$ cat src/rtl/simple_dual_port_ram_fifo_controller_fifo_pointer.sv
// Wrapping FIFO pointer: one wrap bit above the address bits, with increment and load.
module simple_dual_port_ram_fifo_controller_fifo_pointer #(
    parameter int PTR_WIDTH = 5
) (
    input  logic                 clock,
    input  logic                 reset,
    input  logic                 i_increment,
    input  logic                 i_load,
    input  logic [PTR_WIDTH-1:0] i_load_value,
    output logic [PTR_WIDTH-1:0] o_pointer
);

    logic [PTR_WIDTH-1:0] r_pointer;

    // Load takes priority over increment; the wrap bit rolls over naturally.
    always_ff @(posedge clock or posedge reset) begin
        if (reset) begin
            r_pointer <= {PTR_WIDTH{1'b0}};
        end else if (i_load) begin
            r_pointer <= i_load_value;
        end else if (i_increment) begin
            r_pointer <= r_pointer + {{(PTR_WIDTH-1){1'b0}}, 1'b1};
        end else begin
            r_pointer <= r_pointer;
        end
    end

    assign o_pointer = r_pointer;

endmodule

$ cat src/rtl/simple_dual_port_ram_fifo_controller.sv
// FIFO controller around an external simple dual-port RAM with 1-cycle registered read.
// Optional flush input enabled by SIMPLE_DUAL_PORT_RAM_FIFO_CONTROLLER_FLUSH_EN.
module simple_dual_port_ram_fifo_controller #(
    parameter  int WIDTH         = 8,
    parameter  int DEPTH         = 16,
    localparam int ADDRESS_WIDTH = $clog2(DEPTH),
    localparam int LEVEL_WIDTH   = $clog2(DEPTH + 2)
) (
    input  logic                     clock,
    input  logic                     reset,
`ifdef SIMPLE_DUAL_PORT_RAM_FIFO_CONTROLLER_FLUSH_EN
    input  logic                     flush,
`endif
    input  logic                     write_valid,
    output logic                     write_ready,
    input  logic [WIDTH-1:0]         write_data,
    output logic                     read_valid,
    input  logic                     read_ready,
    output logic [WIDTH-1:0]         read_data,
    output logic                     ram_write_enable,
    output logic [ADDRESS_WIDTH-1:0] ram_write_address,
    output logic [WIDTH-1:0]         ram_write_data,
    output logic                     ram_read_enable,
    output logic [ADDRESS_WIDTH-1:0] ram_read_address,
    input  logic [WIDTH-1:0]         ram_read_data,
    output logic [LEVEL_WIDTH-1:0]   level,
    output logic                     empty,
    output logic                     full
);

    localparam int PW = ADDRESS_WIDTH + 1;

    logic [PW-1:0] w_write_pointer;
    logic [PW-1:0] w_read_pointer;
    logic [PW-1:0] w_occupancy;
    logic          w_ram_full;
    logic          w_ram_empty;
    logic          w_push;
    logic          w_flush;
    logic          w_output_valid_next;
    logic          r_output_valid;

`ifdef SIMPLE_DUAL_PORT_RAM_FIFO_CONTROLLER_FLUSH_EN
    assign w_flush = flush;
`else
    assign w_flush = 1'b0;
`endif

    assign w_ram_full  = (w_write_pointer[ADDRESS_WIDTH-1:0] == w_read_pointer[ADDRESS_WIDTH-1:0])
                      && (w_write_pointer[ADDRESS_WIDTH] != w_read_pointer[ADDRESS_WIDTH]);
    assign w_ram_empty = (w_write_pointer == w_read_pointer);
    assign w_occupancy = w_write_pointer - w_read_pointer;

    // Status depends only on registered pointers, so a same-cycle pop never frees a push slot.
    assign write_ready       = !w_ram_full && !w_flush;
    assign w_push            = write_valid && write_ready;
    assign ram_write_enable  = w_push;
    assign ram_write_address = w_write_pointer[ADDRESS_WIDTH-1:0];
    assign ram_write_data    = write_data;

    // Prefetch into the RAM output register whenever it is free or being consumed.
    assign ram_read_enable  = !w_ram_empty && (!r_output_valid || read_ready) && !w_flush;
    assign ram_read_address = w_read_pointer[ADDRESS_WIDTH-1:0];
    assign read_data        = ram_read_data;
    assign read_valid       = r_output_valid;

    // Next state of the output-stage valid flag.
    always_comb begin
        w_output_valid_next = r_output_valid;
        if (w_flush) begin
            w_output_valid_next = 1'b0;
        end else if (ram_read_enable) begin
            w_output_valid_next = 1'b1;
        end else if (read_ready) begin
            w_output_valid_next = 1'b0;
        end else begin
            w_output_valid_next = r_output_valid;
        end
    end

    // Output-stage valid register.
    always_ff @(posedge clock or posedge reset) begin
        if (reset) begin
            r_output_valid <= 1'b0;
        end else begin
            r_output_valid <= w_output_valid_next;
        end
    end

    simple_dual_port_ram_fifo_controller_fifo_pointer #(.PTR_WIDTH(PW)) u_write_pointer (
        .clock        (clock),
        .reset        (reset),
        .i_increment  (w_push),
        .i_load       (1'b0),
        .i_load_value ({PW{1'b0}}),
        .o_pointer    (w_write_pointer)
    );

    // A flush discards everything by snapping the read pointer onto the write pointer.
    simple_dual_port_ram_fifo_controller_fifo_pointer #(.PTR_WIDTH(PW)) u_read_pointer (
        .clock        (clock),
        .reset        (reset),
        .i_increment  (ram_read_enable),
        .i_load       (w_flush),
        .i_load_value (w_write_pointer),
        .o_pointer    (w_read_pointer)
    );

    assign level = LEVEL_WIDTH'(w_occupancy) + LEVEL_WIDTH'(r_output_valid);
    assign empty = (level == {LEVEL_WIDTH{1'b0}});
    assign full  = w_ram_full;

endmodule
$ cat config.mk
export PLATFORM = sky130hd
export DESIGN_NAME = simple_dual_port_ram_fifo_controller
export DESIGN_NICKNAME = d
export VERILOG_FILES = /design/src/rtl/simple_dual_port_ram_fifo_controller_fifo_pointer.sv /design/src/rtl/simple_dual_port_ram_fifo_controller.sv
export SDC_FILE = /design/constraint.sdc
export NUM_CORES = 1
export LEC_CHECK = 0
export CAP_MARGIN = 5
export CORE_ASPECT_RATIO = 1.4
export CORE_MARGIN = 2
export CORE_UTILIZATION = 30
export CTS_CLUSTER_SIZE = 10
export DETAILED_ROUTE_END_ITERATION = 8
export PLACE_DENSITY = 0.72
export SYNTH_ARGS = -nofsm -noshare
export SYNTH_HDL_FRONTEND = slang
export SYNTH_SLANG_ARGS = --single-unit
$ cat constraint.sdc
create_clock -name clock -period 3.1 [get_ports clock]
set_input_delay 0.93 -clock clock [delete_from_list [all_inputs] [get_ports clock]]
set_output_delay 0.93 -clock clock [all_outputs]
set_load 0.01 [all_outputs]
==> Word-level counts from Yosys, hierarchy flattened <==
Cells that the tools add are included.
{ "totals": {"output_inout_bits": 35, "word_cells": 21, "regBits": 11} }
{ "op_classes": {"eq_ne": 3, "addsub": 4, "muxes": 2, "n_reduce_logical": 9} }
{ "ops": {"columns": ["operator", "n"], "rows": [
  ["5-bit by 1-bit adder with 5-bit output (second input constant)", 2],
  ["5-bit by 1-bit adder with 5-bit output", 1],
  ["5-bit equality test", 1],
  ["5-bit logical NOT", 1],
  ["5-bit subtractor", 1],
  ["4-bit equality test", 1],
  ["1-bit logical AND", 3],
  ["1-bit logical NOT", 3],
  ["1-bit 2-to-1 mux", 2],
  ["2-bit nonzero test", 1],
  ["1-bit logical OR", 1],
  ["1-bit inequality test", 1]
]} }

==> Depth between registers and ports, before layout <==
Gate-level depths: netlist of run 1.
{ "depth": {"depth_word": 4, "ltp_mapped": 10} }

==> By module <==
From an unflattened synthesis of run 1, not the netlist that was laid out.
{ "hier_totals": {"hier_cells": 106, "hier_area_um2": 919.6} }
{ "by_module_without_submodules": {"columns": ["module", "n_inst", "area_each_um2", "cells_each", "seq_area_each_um2"], "rows": [
  ["simple_dual_port_ram_fifo_controller_fifo_pointer", 2, 250.2, 26, 125.1],
  ["simple_dual_port_ram_fifo_controller", 1, 419.2, 54, 25.0]
]} }

==> Worst setup path after synthesis of run 1 <==
Ideal clock, no wire load.
{ "synth_timing": {"kind": "flip-flop to output port", "startpoint": "register u_write_pointer.r_pointer[0], in the netlist u_write_pointer.o_pointer[0]", "endpoint": "output empty", "arrival_time_ns": 2.199, "slack_ns": -0.029, "stages_incl_launch_ff": 10, "cell_sequence": "dfrtp_1 > inv_1 > ha_1 > inv_1 > ha_1 > inv_1 > fa_1 > inv_1 > or3_1 > nor4b_2"} }
{ "synth_via": {"elab_chain_cells": 3} }
{ "synth_rtl": {"columns": ["item", "line_no", "rtl"], "rows": [
  ["start: declaration", "simple_dual_port_ram_fifo_controller_fifo_pointer.sv:13", "logic [PTR_WIDTH-1:0] r_pointer;"],
  ["start signal: assignment", "simple_dual_port_ram_fifo_controller_fifo_pointer.sv:18", "r_pointer <= {PTR_WIDTH{1'b0}};"],
  ["start signal: assignment", "simple_dual_port_ram_fifo_controller_fifo_pointer.sv:20", "r_pointer <= i_load_value;"],
  ["start signal: assignment", "simple_dual_port_ram_fifo_controller_fifo_pointer.sv:22", "r_pointer <= r_pointer + {{(PTR_WIDTH-1){1'b0}}, 1'b1};"],
  ["5-bit subtractor", "simple_dual_port_ram_fifo_controller.sv:52", "assign w_occupancy = w_write_pointer - w_read_pointer;"],
  ["5-bit by 1-bit adder with 5-bit output", "simple_dual_port_ram_fifo_controller.sv:109", "assign level = LEVEL_WIDTH'(w_occupancy) + LEVEL_WIDTH'(r_output_valid);"],
  ["via level[1]", "simple_dual_port_ram_fifo_controller.sv:26", "output logic [LEVEL_WIDTH-1:0] level,"],
  ["5-bit logical NOT", "simple_dual_port_ram_fifo_controller.sv:110", "assign empty = (level == {LEVEL_WIDTH{1'b0}});"],
  ["end: declaration", "simple_dual_port_ram_fifo_controller.sv:27", "output logic empty,"]
]} }
The timed path passes the listed nets, and every way through them passes these cells.

==> Final worst setup path of run 1 <==
{ "layout_timing": {"startpoint": "register u_read_pointer.r_pointer[0], in the netlist u_read_pointer.o_pointer[0]", "endpoint": "output empty"} }
{ "layout_via": {"elab_chain_cells": 3} }
{ "layout_rtl": {"columns": ["item", "line_no"], "rows": [
  ["start: declaration", "simple_dual_port_ram_fifo_controller_fifo_pointer.sv:13"],
  ["start signal: assignment", "simple_dual_port_ram_fifo_controller_fifo_pointer.sv:18"],
  ["start signal: assignment", "simple_dual_port_ram_fifo_controller_fifo_pointer.sv:20"],
  ["start signal: assignment", "simple_dual_port_ram_fifo_controller_fifo_pointer.sv:22"],
  ["5-bit subtractor", "simple_dual_port_ram_fifo_controller.sv:52"],
  ["5-bit by 1-bit adder with 5-bit output", "simple_dual_port_ram_fifo_controller.sv:109"],
  ["5-bit logical NOT", "simple_dual_port_ram_fifo_controller.sv:110"]
]} }
No other way between the ends.

==> results of run 1 <==
==> metrics by stage <==
stage / TNS, ns / utilization / area, µm² / setup WS, ns / hold slack [ns]
final: -0.4195 / 0.4154 / 1272 / -0.2432 / 0.5219
after global routing: -0.6004 / 0.4154 / 1272 / -0.3226 / 0.5482
after CTS: -0.5074 / 0.3885 / 1190 / -0.2956 / 0.5289
after detailed placement: -1.154 / 0.3689 / 1130 / -0.4687 / 0.5188
after global placement: -0.9713 / 0.3689 / 1130 / -0.4239 / 0.5189
after floorplan: -0.007676 / - / 947.2 / -0.007676 / 0.4857
==> worst max path at each step <==
stage             to  depth (start not counted)  slack [ns]
2_1_floorplan  empty                          9      -0.008
3_3_place_gp   empty                         10       -0.42
3_5_place_dp   empty                         10       -0.47
4_1_cts        empty                         10       -0.30
5_1_grt        empty                          9       -0.32
6_report       empty                          9       -0.24
==> registers in the layout (all words and copies together), names as in the netlist <==
name                       count
read_valid                     1
u_read_pointer.o_pointer       5
u_write_pointer.o_pointer      5
==> Yosys cell counts, types with 2 or more instances <==
master    count
a21oi_1       2
and3_1        2
buf_4        24
dfrtp_1      11
ha_1         10
inv_1        13
nand2_1       4
nand2b_1      2
nand3_1       4
nand4_1       3
o21ai_0       2
xnor2_1      10
==> per-layer routing <==
layer  global-route usage  vias up  part of all wire
li1                     -      331                 -
met1              0.08707      322              0.35
met2               0.2092       17              0.60
met3              0.02137        2             0.045
met4              0.04971        0            0.0053
met5                    0        -                 0
==> final cells by class <==
type / instances / area (µm²) / area share
Multi-Input combinational cell: 50 / 501.7 / 0.3943
Timing Repair Buffer: 40 / 352.8 / 0.2773
Sequential cell: 11 / 275.3 / 0.2163
Inverter: 13 / 48.80 / 0.03835
Tap cell: 39 / 48.80 / 0.03835
Clock buffer: 4 / 45.04 / 0.03540
==> timing repair <==
item,in CTS,in global routing
gates cloned,0,0
setup buffers,1,4
setup endpoints to repair,6,5
resized for setup,15,11
pin swaps,2,7
==> kinds of logic after synthesis <==
logic type | after synthesis | synth area share
flops | 11 | 0.2933
compound gates | 6 | 0.03734
simple gates | 20 | 0.1267
buf+inv | 38 | 0.2560
mux | 1 | 0.01200
fa+ha+maj | 11 | 0.1547
xor+xnor | 12 | 0.1200
==> results.md, run 1 <==
- Vias in the first global route: 703
- Post-synth EDFFs: 0
- Clk_lat worst skew: 0.23 ns
- Initial DRC Count: 13
- Worst-path cell chain: ha_4, inv_2, ha_4, inv_1, fa_1, xnor2_1, or3_4, nor4b_4, buf_2
- CTS sink count: 11
- Worst slew margin: 0.7126
- Wire per inst: 12.11 µm
- Post-Syn Nets: 130
- Skew final: 0.0003365 ns
- Most common cell after layout, fill and taps aside: buf_4
- Primary FF master, synth: dfrtp_1
- Netlist cell types: 24
- FF-to-FF Start: u_write_pointer.o_pointer[1]
- Clock period minus worst slack: 3.343 ns
- Mean Syn Cell Area: 9.479 µm²
- Gpl congestion: 0.7810
- Worst path top cell family by delay: adder cells
- Status: finished, violations left
- Largest net degree at the start of global routing: 12
- DIE AREA: 3598 µm²
- Clock Tree Buf Depth: 2
- R2R cell count: 7
- Slowest stage cell, crit path: dfrtp_1
- Final antenna-violating net count: 0
- Fillers: 321
- Hold crit path type: flop to flop
- Layout Cells excl Fill: 157
- Fin worst setup slack: -0.2432 ns
- Final wirelength: 1902 µm
- Fraction of layout cells with a size suffix above 1: 0.3220
- #FFs+latches synth: 11
- Boundary pin count: 55
- Vias: 672
- CP most frequent cell: ha_4
- RSZ-0062 raised after global routing: yes
- First-pass GRT wire length: 2760 µm
- Synth area leaders: dfrtp_1 (29%), buf_4 (19%), ha_1 (13%)
- I/O Buffers: 22
- Ys Warns: 0
- Row count: 24
- Die span in y: 70.18 µm
- Htree depth: 1
- Startpoint Class: flop
- Failing checks: negative setup slack
- Crit-path max FO: 2
- Final setup fails: 2
- Largest area contributor in the netlist: dfrtp_1
- Critical Path End Type: primary output
- Buffers and inverters on the worst path: 3
- CTS clk-pin slew, worst paths: 0.05 ns
- Post-Syn Area: 938.4 µm²
- Core area: 3063 µm²
- CTS tree: done
- Fmax: 0.2991 GHz
- First-pass DRT Iterations: 3
- Register area share after synthesis: 0.2933
- Worst hold endpoint: u_write_pointer.o_pointer[4]
- Root Buffer: clkbuf_8
- Number of remaining DRC errors: 0
- CTS Hold Bufs: 0
- Number of max-cap violations: 0
- Slew Viols, Final: 0
- # placed instances: 149
- Cells after synthesis: 99
- R2R Path End: u_write_pointer.o_pointer[1]
- HPWL after DPL: 1423 µm
- Worst hold stages: 1
- Final hold violation count: 0
- WS Path Type: flop to primary output
- Worst-margin pin slew: 0.4306 ns
- Worst path max stage delay: 0.41 ns
- Synth async-reset ratio: 1.000
- Worst R2R Setup Slack: 1.23 ns
- Worst hold start: u_write_pointer.o_pointer[4]
- Data arrival, critical path: 2.41 ns
- Layout area overhead: 35.60%
- GRT Resource Usage Total: 0.1027
- Initial Util: 0.3064
- Die W: 51.27 µm
- Diodes inserted: 0
- Vias per cell: 4.280
- Antenna violations before repair: 0
- CP Data Required Time: 2.17 ns
- Worst Setup SP: u_read_pointer.o_pointer[0]
- Most frequent cells in the layout: buf_4 (17), clkdlybuf4s50_1 (15), dfrtp_1 (11)
- GRT overflow: 0
- Top cell type's share of synthesized area: 0.2933
- Num CTS Buffers: 3
- Tcrit/Tclk final: 1.078
- Layout Nets: 150
Power of run 1 is left out: the tool's default activity adds up to more than one toggle a clock period on the data nets, which glitch-free logic cannot reach.
==> run 2, diff against run 1 <==
Settings changed: CTS_BUF_LIST from default to sky130_fd_sc_hd__clkbuf_4 sky130_fd_sc_hd__clkbuf_8 sky130_fd_sc_hd__clkbuf_16.
==> run 2 against run 1 <==
- the flow still finishes with violations (negative setup slack)
- register-to-register slack about the same
- via count unchanged
- worst setup slack unchanged
- count of clock-buffer cells in the layout stayed put
- clock skew stayed put
- hold slack about the same
- die area is the same
- final cell count is the same
- largest cell class unchanged
==> results.md, run 2 (synthesis results as in run 1) <==
- Vias per cell: 4.280 (unchanged)
- Vias in the first global route: 703 (unchanged)
- Multi-input logic area: 501.7 µm² (unchanged)
- GRT Resource Usage Total: 0.1027 (unchanged)
- Die W: 51.27 µm (unchanged)
- Row count: 24 (unchanged)
- Final wirelength: 1901 µm (was 1902 µm)
- Initial Util: 0.3064 (unchanged)
- Die span in y: 70.18 µm (unchanged)
- RSZ-0062 raised after global routing: yes (unchanged)
- Most common cell after layout, fill and taps aside: buf_4 (unchanged)
- Number of remaining DRC errors: 0 (unchanged)
- Post-DP Area: 1130 µm² (unchanged)
- Most frequent cells in the layout: buf_4 (17), clkdlybuf4s50_1 (15), dfrtp_1 (11) (unchanged)
- Fillers: 322 (was 321)
- CTS sink count: 11 (unchanged)
- Largest net degree at the start of global routing: 12 (unchanged)
- Data arrival, critical path: 2.41 ns (about the same)
- Worst slew margin: 0.7126 (unchanged)
- CTS clk-pin slew, worst paths: 0.05 ns (about the same)
- I/O Buffers: 22 (unchanged)
- Fraction of layout cells with a size suffix above 1: 0.3305 (was 0.3220)
- Slew Viols, Final: 0 (unchanged)
- Final cell utilization of the core: 0.4167 (was 0.4154)
- Final antenna-violating net count: 0 (unchanged)
- Antenna violations before repair: 0 (unchanged)
- Fmax: 0.2991 GHz (unchanged)
- Hold crit path type: flop to flop (unchanged)
- Gpl congestion: 0.7810 (unchanged)
- Vias: 672 (unchanged)
- Crit-path max FO: 2 (unchanged)
- Startpoint Class: flop (unchanged)
- Initial DRC Count: 13 (unchanged)
- Num CTS Buffers: 3 (unchanged)
- CTS tree: done (unchanged)
- Final Cell Area: 1276 µm² (was 1272 µm²)
- Skew final: 0.0003365 ns (unchanged)
- Number of max-cap violations: 0 (unchanged)
- Worst-margin pin slew: 0.4306 ns (unchanged)
- Root Buffer: clkbuf_8 (unchanged)
- DIE AREA: 3598 µm² (unchanged)
- Layout area overhead: 36.00% (was 35.60%)
- Tcrit/Tclk final: 1.078 (unchanged)
- Clk_lat worst skew: 0.23 ns (about the same)
- Status: finished, violations left (unchanged)
- Clock Tree Buf Depth: 2 (unchanged)
- Layout Nets: 150 (unchanged)
- Final hold violation count: 0 (unchanged)
- GRT overflow: 0 (unchanged)
- HPWL after DPL: 1423 µm (unchanged)
- Fin worst setup slack: -0.2432 ns (unchanged)
- Diodes inserted: 0 (unchanged)
- Core area: 3063 µm² (unchanged)
- First-pass GRT wire length: 2760 µm (unchanged)
- CP Data Required Time: 2.17 ns (about the same)
- Final setup fails: 2 (unchanged)
- Htree depth: 1 (unchanged)
- Boundary pin count: 55 (unchanged)
- First-pass DRT Iterations: 3 (unchanged)
- Sequential Area: 275.3 µm² (unchanged)
- Wire per inst: 12.11 µm (about the same)
- Clock period minus worst slack: 3.343 ns (unchanged)
- Failing checks: negative setup slack (unchanged)
- Critical Path End Type: primary output (unchanged)
- WS Path Type: flop to primary output (unchanged)
[run 2: cell counts in the layout (fill, tap and decap cells not counted)]
No cell type changed its count.
[run 2: final cells by class]
type / instances / share of cell area
timing repair buffer: 40 / 0.2765
sequential: 11 / 0.2157
inverter: 13 / 0.03824
multi-input combinational: 50 / 0.3931
clock buffer: 4 / 0.03824
tap: 39 / 0.03824
[run 2: path summary, 6_finish.rpt]
path | cells past startpoint | slack (ns) | from | end
min in group asynchronous | 2 | 1.00 | reset | u_write_pointer.o_pointer[3]
min | 1 | 0.52 | u_write_pointer.o_pointer[4] | u_write_pointer.o_pointer[4]
max reg2reg | 7 | 1.23 | u_write_pointer.o_pointer[1] | u_write_pointer.o_pointer[1]
max in group asynchronous | 2 | 1.80 | reset | u_read_pointer.o_pointer[2]
max | 9 | -0.24 | u_read_pointer.o_pointer[0] | empty
min reg2reg | 1 | 0.52 | u_write_pointer.o_pointer[4] | u_write_pointer.o_pointer[4]
[run 2: critical path, stage by stage (launching register included)]
cell and delay (ns):
dfrtp_1 0.41, ha_4 0.25, inv_2 0.07, ha_4 0.13, inv_1 0.05, fa_1 0.41, xnor2_1 0.16, or3_4 0.34
nor4b_4 0.20, buf_2 0.16
[run 2: stage by stage]
stage          setup WS [ns]  hold WS (ns)  setup TNS, ns  cells
6_report             -0.2432        0.5219        -0.4195    157
4_1_cts              -0.2957        0.5289        -0.5076    154
5_1_grt              -0.3226        0.5482        -0.6004    157
3_3_place_gp         -0.4239        0.5189        -0.9713    149
3_5_place_dp         -0.4687        0.5188         -1.154    149
2_1_floorplan      -0.007676        0.4857      -0.007676     99
[run 2: layer usage]
metal / vias to the layer above / part of all wire / track usage
met1: 322 / 0.35 / 0.08707
met4: 0 / 0.0053 / 0.04971
met5: - / 0 / 0
met3: 2 / 0.045 / 0.02137
li1: 331 / - / -
met2: 17 / 0.60 / 0.2092
[run 2: what timing repair did]
action | 4_1_cts | 5_1_grt
hold endpoints to repair | 0 | 0
endpoints found under the setup margin | 6 | 5
buffers inserted | 1 | 4
pin swaps | 2 | 7
hold buffers | 0 | 0
gates resized for setup | 15 | 11
Power of run 2 is left out for the same reason.
==> run 3, diff against run 2 <==
Settings changed: CORE_ASPECT_RATIO 1.4 to 0.9.
==> run 3 against run 2 <==
- final area is 0.29% lower
- the flow still finishes with violations (negative setup slack)
- clock skew hardly changed
- hold slack gained 0.011 ns
- largest cell class unchanged
- final cell count up 3.8%
- count of clock-buffer cells in the layout stayed put
- routed wire length up 8.5%
- non-clock buffer count up 3
- critical path type unchanged
- flip-flop and latch count unchanged
==> results.md, run 3 (synthesis results as in run 1) <==
- CTS clk-pin slew, worst paths: 0.07 ns (was 0.05 ns)
- Wire per inst: 12.66 µm (was 12.11 µm)
- First-pass GRT wire length: 3187 µm (was 2760 µm)
- Startpoint Class: flop (unchanged)
- WS Path Type: flop to primary output (unchanged)
- CTS sink count: 11 (unchanged)
- Final setup fails: 1 (was 2)
- I/O Buffers: 22 (unchanged)
- Worst slew margin: 0.7143 (was 0.7126)
- Clk_lat worst skew: 0.28 ns (was 0.23 ns)
- Core area: 3019 µm² (was 3063 µm²)
- Final antenna-violating net count: 0 (unchanged)
- CP Data Required Time: 2.17 ns (about the same)
- Boundary pin count: 55 (unchanged)
- Final hold violation count: 0 (unchanged)
- Status: finished, violations left (unchanged)
- Number of max-cap violations: 0 (unchanged)
- Largest net degree at the start of global routing: 12 (unchanged)
- Die W: 62.96 µm (was 51.27 µm)
- Fraction of layout cells with a size suffix above 1: 0.3884 (was 0.3305)
- Data arrival, critical path: 2.50 ns (was 2.41 ns)
- Gpl congestion: 0.7793 (was 0.7810)
- HPWL after DPL: 1517 µm (was 1423 µm)
- Die span in y: 57.06 µm (was 70.18 µm)
- Number of remaining DRC errors: 0 (unchanged)
- Vias: 702 (was 672)
- Vias per cell: 4.307 (was 4.280)
- Worst-margin pin slew: 0.4281 ns (was 0.4306 ns)
- Fmax: 0.2915 GHz (was 0.2991 GHz)
- Setup TNS: -0.3301 ns (was -0.4195 ns)
- Final wirelength: 2063 µm (was 1901 µm)
- Antenna violations before repair: 0 (unchanged)
- Clock period minus worst slack: 3.430 ns (was 3.343 ns)
- Vias in the first global route: 724 (was 703)
- Layout Nets: 153 (was 150)
- DIE AREA: 3592 µm² (was 3598 µm²)
- Most common cell after layout, fill and taps aside: buf_4 (unchanged)
- Fin worst setup slack: -0.3301 ns (was -0.2432 ns)
- First-pass DRT Iterations: 4 (was 3)
- Most frequent cells in the layout: buf_4 (21), clkdlybuf4s50_1 (15), dfrtp_1 (11) (was buf_4 (17), clkdlybuf4s50_1 (15), dfrtp_1 (11))
- GRT overflow: 0 (unchanged)
- Tcrit/Tclk final: 1.106 (was 1.078)
- Initial Util: 0.3108 (was 0.3064)
- Clock Tree Buf Depth: 2 (unchanged)
- Slew Viols, Final: 0 (unchanged)
- GRT Resource Usage Total: 0.1165 (was 0.1027)
- Layout area overhead: 35.60% (was 36.00%)
- Initial DRC Count: 12 (was 13)
- Htree depth: 1 (unchanged)
- RSZ-0062 raised after global routing: yes (unchanged)
- Num CTS Buffers: 3 (unchanged)
- Crit-path max FO: 2 (unchanged)
- Critical Path End Type: primary output (unchanged)
- Hold crit path type: flop to flop (unchanged)
- Row count: 19 (was 24)
- Root Buffer: clkbuf_4 (was clkbuf_8)
- CTS tree: done (unchanged)
- Skew final: 0.0004829 ns (was 0.0003365 ns)
- Failing checks: negative setup slack (unchanged)
- Diodes inserted: 0 (unchanged)
-- run 3: cell count changes in the layout (fill, tap and decap cells not counted), sizes merged --
cell and change:
buf +4, clkdlybuf4s15 +1, dlygate4sd2 -2
-- run 3: path summary, 6_finish.rpt --
path,slack [ns],cells after the start,start,endpoint
max,-0.33,9,u_read_pointer.o_pointer[0],empty
max reg2reg,1.31,8,u_read_pointer.o_pointer[1],u_write_pointer.o_pointer[1]
min in group asynchronous,0.94,2,reset,u_write_pointer.o_pointer[2]
min reg2reg,0.53,1,u_write_pointer.o_pointer[4],u_write_pointer.o_pointer[4]
min,0.53,1,u_write_pointer.o_pointer[4],u_write_pointer.o_pointer[4]
max in group asynchronous,1.86,2,reset,u_read_pointer.o_pointer[2]
-- run 3: final cells by class --
class	count	area, µm²
repair buffers	43	362.8
clock buffers	4	30.03
well taps	42	52.55
inverters	13	48.80
multi-input cells	50	503.0
flip-flops and latches	11	275.3
fillers	300	1747
-- run 3: worst max-delay path: stages (launching register included) --
cell and delay (ns):
dfrtp_1 0.42, ha_4 0.26, inv_2 0.06, ha_4 0.13, inv_2 0.03, fa_2 0.52, inv_2 0.04, or3_4 0.36
nor4b_4 0.24, buf_2 0.16
-- run 3: metrics by stage --
stage	worst slack, ns	utilization	cells	area (µm²)	hold slack, ns
2_1_floorplan	-0.007676	-	99	947.2	0.4857
6_report	-0.3301	0.4215	163	1272	0.5330
3_5_place_dp	-0.5089	0.3804	154	1149	0.5292
3_3_place_gp	-0.4203	0.3804	154	1149	0.5122
5_1_grt	-0.4286	0.4215	163	1272	0.5741
4_1_cts	-0.3711	0.3991	161	1205	0.5414
-- run 3: timing repair --
| item | CTS | global route |
|---|---|---|
| setup buffers | 3 | 2 |
| hold buffers | 0 | 0 |
| resized for setup | 15 | 20 |
| pin swaps | 3 | 6 |
| setup endpoints to repair | 7 | 8 |
-- run 3: per-layer routing --
| layer | track usage | share of wire | wire length [µm] |
|---|---|---|---|
| met5 | 0 | 0 | 0 |
| met4 | 0.06349 | 0.031 | 63 |
| met3 | 0.05128 | 0.071 | 147 |
| met2 | 0.1960 | 0.51 | 1043 |
| met1 | 0.1238 | 0.39 | 808 |
Power of run 3 is left out for the same reason.
